**config.mk**
```make
export PLATFORM = sky130hd
export DESIGN_NAME = updown_counter
export DESIGN_NICKNAME = d
export VERILOG_FILES = /design/src/rtl/counter_pkg.sv /design/src/rtl/tick_prescaler.sv /design/src/rtl/updown_counter.sv
export SDC_FILE = /design/constraint.sdc
export NUM_CORES = 1
export LEC_CHECK = 0
export BUFFER_PORTS_ARGS = -buffer_cell sky130_fd_sc_hd__buf_4
export CORE_MARGIN = 2
export CORE_UTILIZATION = 57
export CTS_BUF_LIST = sky130_fd_sc_hd__clkbuf_2 sky130_fd_sc_hd__clkbuf_4 sky130_fd_sc_hd__clkbuf_8
export DETAILED_ROUTE_END_ITERATION = 10
export PLACE_DENSITY = 0.86
export SKIP_LAST_GASP = 1
export SLEW_MARGIN = 20
export SYNTH_ARGS = -nofsm -noshare
export SYNTH_HDL_FRONTEND = slang
export SYNTH_SLANG_ARGS = --single-unit
```
**constraint.sdc**
```tcl
create_clock -name clk -period 4.23 [get_ports clk]
set_clock_uncertainty 0.1 [all_clocks]
set_input_delay 0.6345 -clock clk [delete_from_list [all_inputs] [get_ports clk]]
set_output_delay 0.6345 -clock clk [all_outputs]
set_load 0.01 [all_outputs]
```
**src/rtl/counter_pkg.sv**
```systemverilog
// Shared types for the up/down counter slice.
// Boundary behaviour selector used by updown_counter.
package counter_pkg;

  typedef enum logic {
    MODE_WRAP = 1'b0,
    MODE_SAT  = 1'b1
  } count_mode_e;

endpackage

```
**src/rtl/tick_prescaler.sv**
```systemverilog
// Enable prescaler: emits one step per DIV enabled cycles.
// Phase holds while en is low and restarts on clr or reset.
module tick_prescaler #(
  parameter int DIV = 1
) (
  input  logic clk,
  input  logic rst,
  input  logic en,
  input  logic clr,
  output logic step
);

  localparam int W = (DIV > 1) ? $clog2(DIV) : 1;
  localparam logic [W-1:0] LAST = W'(DIV - 1);

  logic [W-1:0] cnt;

  // With DIV == 1, LAST is 0 and cnt never leaves 0, so step = en.
  assign step = en && (cnt == LAST);

  always_ff @(posedge clk) begin
    if (!rst) begin
      cnt <= '0;
    end else if (clr) begin
      cnt <= '0;
    end else if (en) begin
      cnt <= (cnt == LAST) ? '0 : cnt + W'(1);
    end
  end

endmodule

```
**src/rtl/updown_counter.sv**
```systemverilog
// Prescaled up/down counter with wrap or saturate at 0 and MAX.
// tc pulses one cycle per boundary step; ovf is sticky until clr.
module updown_counter
  import counter_pkg::*;
#(
  parameter int          N    = 8,
  parameter int          MAX  = 2**N - 1,
  parameter int          DIV  = 1,
  parameter count_mode_e MODE = MODE_WRAP
) (
  input  logic         clk,
  input  logic         rst,
  input  logic         en,
  input  logic         up,
  input  logic         clr,
  input  logic         load,
  input  logic [N-1:0] load_val,
  output logic [N-1:0] count,
  output logic         tc,
  output logic         ovf,
  output logic         zero
);

  localparam logic [N-1:0] MAXV = N'(MAX);

  logic         step;
  logic [N-1:0] lv_sat;
  logic         at_top;
  logic         at_bot;

  tick_prescaler #(
    .DIV (DIV)
  ) u_pre (
    .clk  (clk),
    .rst  (rst),
    .en   (en),
    .clr  (clr | load),
    .step (step)
  );

  assign lv_sat = (load_val > MAXV) ? MAXV : load_val;
  assign at_top = (count == MAXV);
  assign at_bot = (count == '0);
  assign zero   = at_bot;

  always_ff @(posedge clk) begin
    if (!rst) begin
      count <= '0;
      tc    <= 1'b0;
      ovf   <= 1'b0;
    end else if (clr) begin
      count <= '0;
      tc    <= 1'b0;
      ovf   <= 1'b0;
    end else if (load) begin
      count <= lv_sat;
      tc    <= 1'b0;
    end else begin
      tc <= 1'b0;
      if (step) begin
        if (up) begin
          if (at_top) begin
            tc    <= 1'b1;
            ovf   <= 1'b1;
            count <= (MODE == MODE_WRAP) ? '0 : MAXV;
          end else begin
            count <= count + N'(1);
          end
        end else begin
          if (at_bot) begin
            tc    <= 1'b1;
            ovf   <= 1'b1;
            count <= (MODE == MODE_WRAP) ? MAXV : '0;
          end else begin
            count <= count - N'(1);
          end
        end
      end
    end
  end

endmodule

```
# == Word-level counts from Yosys, hierarchy flattened ==
# Index checks and enable logic that the tools add are counted.
# totals
reg_bits,11
inputBits,14
elab_cells,36
# op_classes
bitwise,5
order_cmp,1
n_reduce_logical,8
n_addsub,3
n_eq_ne,2
n_mux,13
# ops
op,n
$mux 8,6
$add 8x1->8 const B,1
$eq 8x8->1 const B,1
$gt 8x8->1 const B,1
$logic_not 8->1,1
$sub 8x1->8 const B,1
$mux 1,7
$not 1->1,4
$reduce_and 4->1,1
$reduce_bool 2->1,2
$reduce_or 2->1,2
$reduce_or 4->1,1
$ne 2x1->1 const B,1
$add 1x1->1 const B,1
$logic_and 1x1->1,1
$or 1x1->1,1

# == Longest topological paths before layout ==
# Gate-level depths: netlist of the first run.
# depth
depth_word,5
mapped_depth,6
depth_no_buf,6

# == By module ==
# A second synthesis of the first run with hierarchy kept.
# unflattened
hier_cells,121
area_unflattened_um2,957.2
# by_module_without_submodules
module,seq_area_each_um2,n_inst,cells_each,area_per_inst_um2
updown_counter,200.2,1,120,949.7
tick_prescaler,0.0,1,1,7.5

# == Least setup slack after synthesis of the first run ==
# No wires, ideal clock.
# synth_timing
path_kind,register to output
start,reg count[0]
end,out zero
n_path_buf,0
path_stages_with_launch,5
setup_slack_ns,2.193
t_arrival_ns,1.302
cell_sequence,dfxtp_1 inv_1 ha_1 or3b_2 nor2_2
# synth_via
elab_chain_len,1
# synth_rtl
item,line_no,source
"start, declared",updown_counter.sv:18,"output logic [N-1:0] count,"
"start signal, assigned",updown_counter.sv:56,count <= lv_sat;
"start signal, assigned",updown_counter.sv:65,count <= (MODE == MODE_WRAP) ? '0 : MAXV;
"start signal, assigned",updown_counter.sv:67,count <= count + N'(1);
$logic_not 8->1,updown_counter.sv:43,assign at_bot = (count == '0);
"end, declared",updown_counter.sv:21,output logic zero
# No other way between the ends.

# == Final worst setup path of the first run ==
# Ends and elaborated chain as after synthesis.

==> results of run 1 <==
-- area by class of cell --
type,instances,share of cell area (%)
flip-flops and latches,10,18.4
inverters,7,2.41
multi-input cells,96,57.5
well taps,16,1.84
repair buffers,24,16.6
clock buffers,4,3.33
-- synth_stat cells (2+ instances only) --
library cell,n
a21oi_1,12
nand2_1,11
dfxtp_1,10
inv_1,7
o21ai_0,7
clkbuf_1,5
nand3_1,5
nor2_1,5
a31oi_1,4
and3_1,4
o211ai_1,4
buf_2,3
ha_1,3
nor3_1,3
a211o_1,2
a221o_1,2
and4_1,2
nand2b_1,2
nand4_1,2
nor2b_1,2
nor3b_1,2
xnor2_1,2
xor2_1,2
-- power groups by stage --
stage	clock, mW	combinational, mW	sequential, mW
after floorplan	0	0.0549	0.106
after global placement	0	0.0782	0.109
after detailed placement	0	0.0793	0.110
after CTS	0.0938	0.0798	0.107
after global routing	0.0959	0.0881	0.109
final	0.0938	0.0803	0.108
-- worst register-to-register path, stage by stage, from the launching register on --
cell and delay, ns:
dfxtp_1 0.39, inv_1 0.12, ha_1 0.19, or3b_2 0.50, nor3_2 0.16, o21ai_1 0.13, a21oi_1 0.16
-- registers in the layout, indices dropped and copies added (netlist names) --
register	count
count	8
ovf	1
tc	1
-- cell families (layout without fill, tap and decap cells) --
family / Yosys count / count (layout)
buffers and inverters: 17 / 35
adder cells (fa/ha/maj): 3 / 3
AO/OA/AOI/OAI: 39 / 39
flip-flops: 10 / 10
AND/OR/NAND/NOR: 48 / 48
XOR/XNOR: 4 / 4
multiplexers: 2 / 2
-- through the flow --
step	setup slack (ns)	total power [mW]	hold slack (ns)	cell area (um2)	utilization [%]
after floorplan	2.19	0.161	0.370	901	-
after global placement	2.10	0.187	0.336	1050	70.7
after detailed placement	2.07	0.189	0.345	1050	70.7
after CTS	1.76	0.281	0.362	1090	73.1
after global routing	1.68	0.293	0.392	1090	73.1
final	1.74	0.282	0.361	1090	73.1
-- metal layers --
metal | track usage (%) | wire length, um
met5 | 0 | 0
met4 | 17.0 | 52
met3 | 4.58 | 248
met2 | 42.1 | 1160
met1 | 35.6 | 977
-- how the worst max path moves through the flow --
| stage | start | cells past startpoint | end |
|---|---|---|---|
| global route | count[0] | 5 | zero |
| global placement | count[0] | 5 | zero |
| CTS | count[0] | 5 | zero |
| finish | count[0] | 5 | zero |
| detailed placement | count[0] | 5 | zero |
| floorplan | count[0] | 4 | zero |
==> metrics, run 1 <==
post-cts resize count 0; number of port buffers 24; Reg-to-Reg Start count[0]; P per Cell Area 259 nW/um2; Post-Syn Area 901 um2; async set-reset flop share out of synthesis 0%; status complete, no violations; area leader, netlist dfxtp_1; Simple-Gate Fraction of Synth Area 31.0%; clk buf depth 2; commonest non-fill, non-tap cells in the layout buf_4 (24), a21oi_1 (12), nand2_1 (11); endpoints failing hold 0; final slew viol count 0; CTS tree done; Worst Hold Launch ovf; Tightest Hold Check Type reg -> reg; Non-Filler Instances 157; WP data required 3.50 ns; mux cell area share after synthesis around 2.4%; adder-cell share of the synthesized area ~4.2%; post-synthesis cell count 123; CP bufs+invs 2; Final period util 58.9%; Ys Warns 0; depth of the worst hold-timing path 2; register share of total power 38.3%; drt pass-1 iters 4; Primary FF master, synth dfxtp_1; cell family with most CP delay simple AND/OR/NAND/NOR gates; RSZ-0062 raised after global routing no; antenna violations before repair 0; Cell variety after synth 45; first-pass GRT wire length 3950 um; Critical Path AT 1.76 ns; Final nets 159; minimum clock period between 2 and 2.5 ns; pin count of the biggest net entering global routing 16; FF+latch area 200 um2; sequential area share after synthesis 22.2%; wirelength, routed roughly 2400 um; Reg clk slew, reported paths roughly 0.08 ns; vias in the first global route 971; Multi-input gate area 626 um2; Max Clock Freq 401 MHz; Synth Area in XOR/XNOR 3.89%; Compound-Gate Fraction of Synth Area 28.1%; CP max stage delay 0.50 ns; largest family of logic cells by synthesized area simple AND/OR/NAND/NOR gates; post-CTS setup buffers 0; diode count 0; CP max-delay cell or3b_2; Slew HR 66.5%; number of I/O pins 25; die span in x 43.8 um; cell count after placement 153; mean post-synth cell area between 7 and 8 um2; Clock power frac 33.3%; synth top area cells dfxtp_1 (22%), a21oi_1 (6.7%), nand2_1 (4.6%); Site Rows 14; setup slack, reg-to-reg 2.39 ns; Synth-to-Final Area Change 20.8%; crit start category register; wire per inst around 16 um; worst slew pin tran approximately 0.50 ns; CP Capture Type primary output; number of endpoints failing setup at the final stage 0; GRT Total Usage between 20 and 30%; worst hold path endpoint ovf; fill count 121; Clock Sinks 10; LEAKAGE 0.463 nW; setup TNS 0 ns; Max Cap Viol 0; Crit Path Category reg -> out; Via Count 1048; Final HPWL DP 1760 um; drt initial violations 53; Cell Int Power 0.190 mW; Reg-to-Reg End ovf; core area between 1000 and 1500 um2; drc violations 0; die footprint approximately 1900 um2; htree depth 1; CTS Buf Count 3; share of layout cells above drive strength 1 24.8%; maximum vdd drop 0.184 mV; post-DR vias/cell between 6 and 7; most common cell after layout, fill and taps aside buf_4; post-synth top area share 22.2%; ANT nets after route 0; Root Buffer clkbuf_4; number of flops mapped to enable cells by yosys 0; worst-case reg-to-reg path depth 6; initial core utilization 60.5%; Die Y 43.8 um; Psw between 0.09 and 0.1 mW; Skew-Pair Late Insertion Delay around 0.28 ns; Post-CTS Hold Buffers 0; combinational share of power 28.5%; post-synthesis register bit count 10; GR Overflow Total 0; cells along the critical path inv_1, ha_1, or3b_2, nor2_2, buf_4; Mapped Nets 140; RePlAce Congestion 0.971; Max FO, Critical Path 9; switching share of power 32.4%
No activity file was read; power rests on OpenSTA's default activity.
==> run 2, diff against run 1 <==
--- a/config.mk
+++ b/config.mk
@@ -7,10 +7,10 @@
 export LEC_CHECK = 0
 export BUFFER_PORTS_ARGS = -buffer_cell sky130_fd_sc_hd__buf_4
 export CORE_MARGIN = 2
-export CORE_UTILIZATION = 57
+export CORE_UTILIZATION = 53
 export CTS_BUF_LIST = sky130_fd_sc_hd__clkbuf_2 sky130_fd_sc_hd__clkbuf_4 sky130_fd_sc_hd__clkbuf_8
 export DETAILED_ROUTE_END_ITERATION = 10
-export PLACE_DENSITY = 0.86
+export PLACE_DENSITY = 0.81
 export SKIP_LAST_GASP = 1
 export SLEW_MARGIN = 20
 export SYNTH_ARGS = -nofsm -noshare
==> constraint.sdc (replaced) <==
create_clock -name clk -period 2.5 [get_ports clk]
set_clock_uncertainty 0.1 [all_clocks]
set_input_delay 0.375 -clock clk [delete_from_list [all_inputs] [get_ports clk]]
set_output_delay 0.375 -clock clk [all_outputs]
set_load 0.01 [all_outputs]
==> run 2 against run 1 <==
- clock power increased by 66%
- register-to-register slack got worse by 1.8 ns
- sequential share of layout area stayed put
- critical path depth did not move
- critical path type unchanged
- setup slack got worse by 1.5 ns
- cell area stayed put
- utilization decreased by 2.5 points
==> metrics, run 2 (synthesized netlist as in run 1, its figures left out) <==
antenna violations before repair 0; post-cts resize count 0; Root Buffer clkbuf_4; Skew-Pair Late Insertion Delay 0.28 ns; minimum clock period 2.28 ns; register share of total power 38.3%; Top Registers count x8, ovf x1, tc x1; RSZ-0062 raised after global routing no; number of port buffers 24; final slew viol count 0; cell count after placement 153; Final period util between 90% and 100%; drt initial violations 62; depth of the worst hold-timing path 3; number of I/O pins 25; WP data required 2.03 ns; worst slew pin tran ~0.5 ns; crit start category register; Reg-to-Reg End ovf; Reg clk slew, reported paths 0.08 ns; Non-Filler Instances 157; Clock Sinks 10; GR Overflow Total 0; post-DR vias/cell 6.76; CTS Buf Count 3; htree depth 1; Crit Path Category reg -> out; Final nets 159; CP max-delay cell or3b_2; most common cell after layout, fill and taps aside buf_4; die footprint 2050 um2; Max Clock Freq 438 MHz; status complete, no violations; commonest non-fill, non-tap cells in the layout buf_4 (24), a21oi_1 (12), nand2_1 (11); number of endpoints failing setup at the final stage 0; maximum vdd drop 0.365 mV; Worst Hold Launch load_val[1]; Biggest register count; Max Cap Viol 0; Post-CTS Hold Buffers 0; ANT nets after route 0; GRT Total Usage 28.9%; Multi-input gate area about 630 um2; worst hold path endpoint count[1]; clk buf depth 2; setup slack, reg-to-reg 0.60 ns; switching share of power about 33%; drt pass-1 iters 5; cells along the critical path inv_1, ha_1, or3b_2, nor2_2, buf_4; Slew HR 66.3%; FF+latch area roughly 200 um2; Critical Path AT 1.81 ns; max reg flops 8; Site Rows 14; LEAKAGE 0.463 nW; post-CTS setup buffers 0; CTS tree done; P per Cell Area 439 nW/um2; core area 1540 um2; die span in x between 40 and 50 um; first-pass GRT wire length around 4300 um; Psw 0.155 mW; CP Capture Type primary output; Max FO, Critical Path 9; PnR Total Power 0.478 mW; hold slack roughly 0.25 ns; Die Y 45.2 um; drc violations 0; worst-case reg-to-reg path depth 6; RePlAce Congestion 0.973; wire per inst 16.5 um; Reg-to-Reg Start count[0]; Final HPWL DP 1850 um; pin count of the biggest net entering global routing 16; Clock power frac 32.6%; CP max stage delay 0.52 ns; Tightest Hold Check Type in -> reg; vias in the first global route 920; CP bufs+invs 2; fill count 128; cell family with most CP delay simple AND/OR/NAND/NOR gates; Synth-to-Final Area Change 20.8%; setup TNS 0 ns; diode count 0; wirelength, routed 2590 um; endpoints failing hold 0; initial core utilization 58.4%; share of layout cells above drive strength 1 about a quarter; Via Count 1062; combinational share of power 29.1%; Cell Int Power 0.322 mW
[run 2: cell counts in the layout (fill, tap and decap cells not counted)]
Identical to the previous run, type by type.
[run 2: worst max path at each step]
stage,startpoint,end,slack [ns],cells after the start
3_3_place_gp,count[0],zero,0.64,5
6_report,count[0],zero,0.22,5
4_1_cts,count[0],zero,0.25,5
5_1_grt,count[0],zero,0.10,5
3_5_place_dp,count[0],zero,0.58,5
2_1_floorplan,count[0],zero,0.72,4
[run 2: routing by layer]
| metal | share of wire, % | global-route usage (%) | up-vias |
|---|---|---|---|
| li1 | - | - | 492 |
| met1 | 40 | 38.7 | 477 |
| met2 | 47 | 45.1 | 80 |
| met3 | 9.5 | 2.80 | 13 |
| met4 | 3.6 | 16.5 | 0 |
| met5 | 0 | 0 | - |
[run 2: stage by stage]
step	setup WS (ns)	instance area [um2]	utilization, %
after floorplan	0.723	901	-
after global placement	0.639	1050	68.3
after detailed placement	0.576	1050	68.3
after CTS	0.251	1090	70.6
after global routing	0.101	1090	70.6
final	0.218	1090	70.6
[run 2: cell type report]
class / instances / area share (%)
Clock buffer: 4 / 3.33
Timing Repair Buffer: 24 / 16.6
Tap cell: 16 / 1.84
Sequential cell: 10 / 18.4
Inverter: 7 / 2.41
Multi-Input combinational cell: 96 / 57.5
[run 2: power groups by stage]
stage	Clock (mW)	Sequential, mW	Combinational [mW]
after floorplan	0	0.179	0.0930
after global placement	0	0.186	0.131
after detailed placement	0	0.186	0.136
after CTS	0.155	0.182	0.137
after global routing	0.162	0.185	0.150
final	0.156	0.183	0.139
[run 2: tightest hold or removal path, delay by kind of cell]
| kind | cells | cell delay, ns |
|---|---|---|
| buffers and inverters | 1 | 0.11 |
| AOI/OAI and AO/OA | 1 | 0.05 |
| and+or+nand+nor | 1 | 0.05 |
==> run 3, diff against run 2 <==
--- a/config.mk
+++ b/config.mk
@@ -7,7 +7,7 @@
 export LEC_CHECK = 0
 export BUFFER_PORTS_ARGS = -buffer_cell sky130_fd_sc_hd__buf_4
 export CORE_MARGIN = 2
-export CORE_UTILIZATION = 53
+export CORE_UTILIZATION = 54
 export CTS_BUF_LIST = sky130_fd_sc_hd__clkbuf_2 sky130_fd_sc_hd__clkbuf_4 sky130_fd_sc_hd__clkbuf_8
 export DETAILED_ROUTE_END_ITERATION = 10
 export PLACE_DENSITY = 0.81
@@ -15,4 +15,5 @@
 export SLEW_MARGIN = 20
 export SYNTH_ARGS = -nofsm -noshare
 export SYNTH_HDL_FRONTEND = slang
+export SYNTH_HIERARCHICAL = 1
 export SYNTH_SLANG_ARGS = --single-unit
==> run 3 against run 2 <==
- global-route usage fell by 3.0 points
- synthesized area up 5.6%
- count of clock-buffer cells in the layout did not move
- critical path depth up 1
- register-to-register slack got worse by 0.03 ns
- hold slack better by 0.0094 ns
- sequential cell count did not move
- clock power is essentially flat
- non-clock buffer count unchanged
- critical path type unchanged
- critical endpoint unchanged
==> metrics, run 3 <==
Final HPWL DP approximately 1800 um; status complete, no violations; hold slack between 0.2 and 0.3 ns; number of endpoints failing setup at the final stage 0; post-DR vias/cell 6.16; post-cts resize count 0; Critical Path Start count[0]; LEAKAGE 0.472 nW; Critical Path Most Common Cell inv_1; FF+latch area 200 um2; Top Registers count x8, ovf x1, tc x1; worst slew pin tran 0.629 ns; Post-Syn Area 951 um2; fill count 150; worst-case reg-to-reg path depth 5; drc violations 0; Ys Warns 6; Reg-to-Reg Start count[0]; diode count 0; die span in x 46.0 um; number of I/O pins 25; Mapped Nets approximately 140; max reg flops 8; mean post-synth cell area 7.92 um2; share of layout cells above drive strength 1 roughly 29%; WP data required between 2 and 2.5 ns; Multi-input gate area 638 um2; Biggest register count; CTS Buf Count 3; most common cell after layout, fill and taps aside buf_4; wirelength, routed between 2000 and 2500 um; Slew HR 58.0%; Root Buffer clkbuf_4; antenna violations before repair 0; vias in the first global route 867; maximum vdd drop 0.334 mV; CP max-delay cell dfxtp_1; Final period util 84.9%; GR Overflow Total 0; RSZ-0062 raised after global routing no; cells along the critical path inv_1, ha_1, nor4b_4, nand2_1, inv_1, buf_4; die footprint 2110 um2; Crit Path Category reg -> out; Max Clock Freq 471 MHz; setup slack, reg-to-reg 0.57 ns; CTS tree done; setup TNS 0 ns; Die Y 46.0 um; Critical Path AT approximately 1.7 ns; ANT nets after route 0; final instance area 1110 um2; Site Rows 15; minimum clock period 2.12 ns; Max Cap Viol 0; GRT Total Usage 25.9%; clk buf depth 2; htree depth 1; pin count of the biggest net entering global routing 14; CP Capture Type primary output; Tightest Hold Check Type in -> reg; CP max stage delay 0.39 ns; Reg-to-Reg End count[6]; post-CTS setup buffers 0; wire per inst roughly 16 um; initial core utilization 56.3%; Skew-Pair Late Insertion Delay between 0.2 and 0.3 ns; Post-CTS Hold Buffers 0; Reg clk slew, reported paths 0.08 ns; CP endpoint zero; Via Count 955; P per Cell Area ~430 nW/um2; Synth-to-Final Area Change 16.3%; commonest non-fill, non-tap cells in the layout buf_4 (24), nand2_1 (12), o21ai_0 (12); Placed Area 1070 um2; RePlAce Congestion 0.895; core area 1690 um2; drt initial violations 25; Final nets 156; Max FO, Critical Path 7; number of port buffers 24; first-pass GRT wire length roughly 3900 um; post-synthesis cell count 120; final slew viol count 0; drt pass-1 iters 4; crit start category register; endpoints failing hold 0; Clock Sinks 10
[run 3: metal layers]
metal / GRT usage (%) / share of wire [%]
met5: 0 / 0
met4: 5.14 / 0.75
met3: 5.95 / 7.3
met2: 46.1 / 52
met1: 31.5 / 40
[run 3: final cells by class]
class,count,area share [%]
multi-input cells,92,57.7
flip-flops and latches,10,18.1
repair buffers,24,16.3
clock buffers,4,3.28
inverters,8,2.71
well taps,17,1.92
[run 3: how the worst min path moves through the flow]
stage                           start  endpoint  cells past startpoint
after detailed placement          ovf       ovf                      2
after global placement            ovf       ovf                      2
after CTS                 load_val[4]  count[4]                      3
final                     load_val[4]  count[4]                      3
after global routing      load_val[4]  count[4]                      3
after floorplan                   ovf       ovf                      2
[run 3: report_power, final]
group	switching (mW)	leakage, nW	internal [mW]
clock	0.0677	0.0210	0.0887
sequential	0.0197	0.0817	0.166
combinational	0.0682	0.369	0.0704
total	0.156	0.472	0.325
[run 3: per-stage QoR]
stage               std cells  utilization (%)  setup WS (ns)  power [mW]
floorplan                 120                -          0.676       0.285
global placement          151             63.3          0.665       0.322
detailed placement        151             63.3          0.576       0.327
CTS                       155             65.5          0.382       0.478
global route              155             65.5          0.259       0.506
finish                    155             65.5          0.377       0.481
[run 3: critical path: cells and delay by family (launching register included)]
kind | cells | cell delay, ns
fa+ha+maj | 1 | 0.17
buf+inv | 3 | 0.32
flops | 1 | 0.39
simple gates | 2 | 0.50
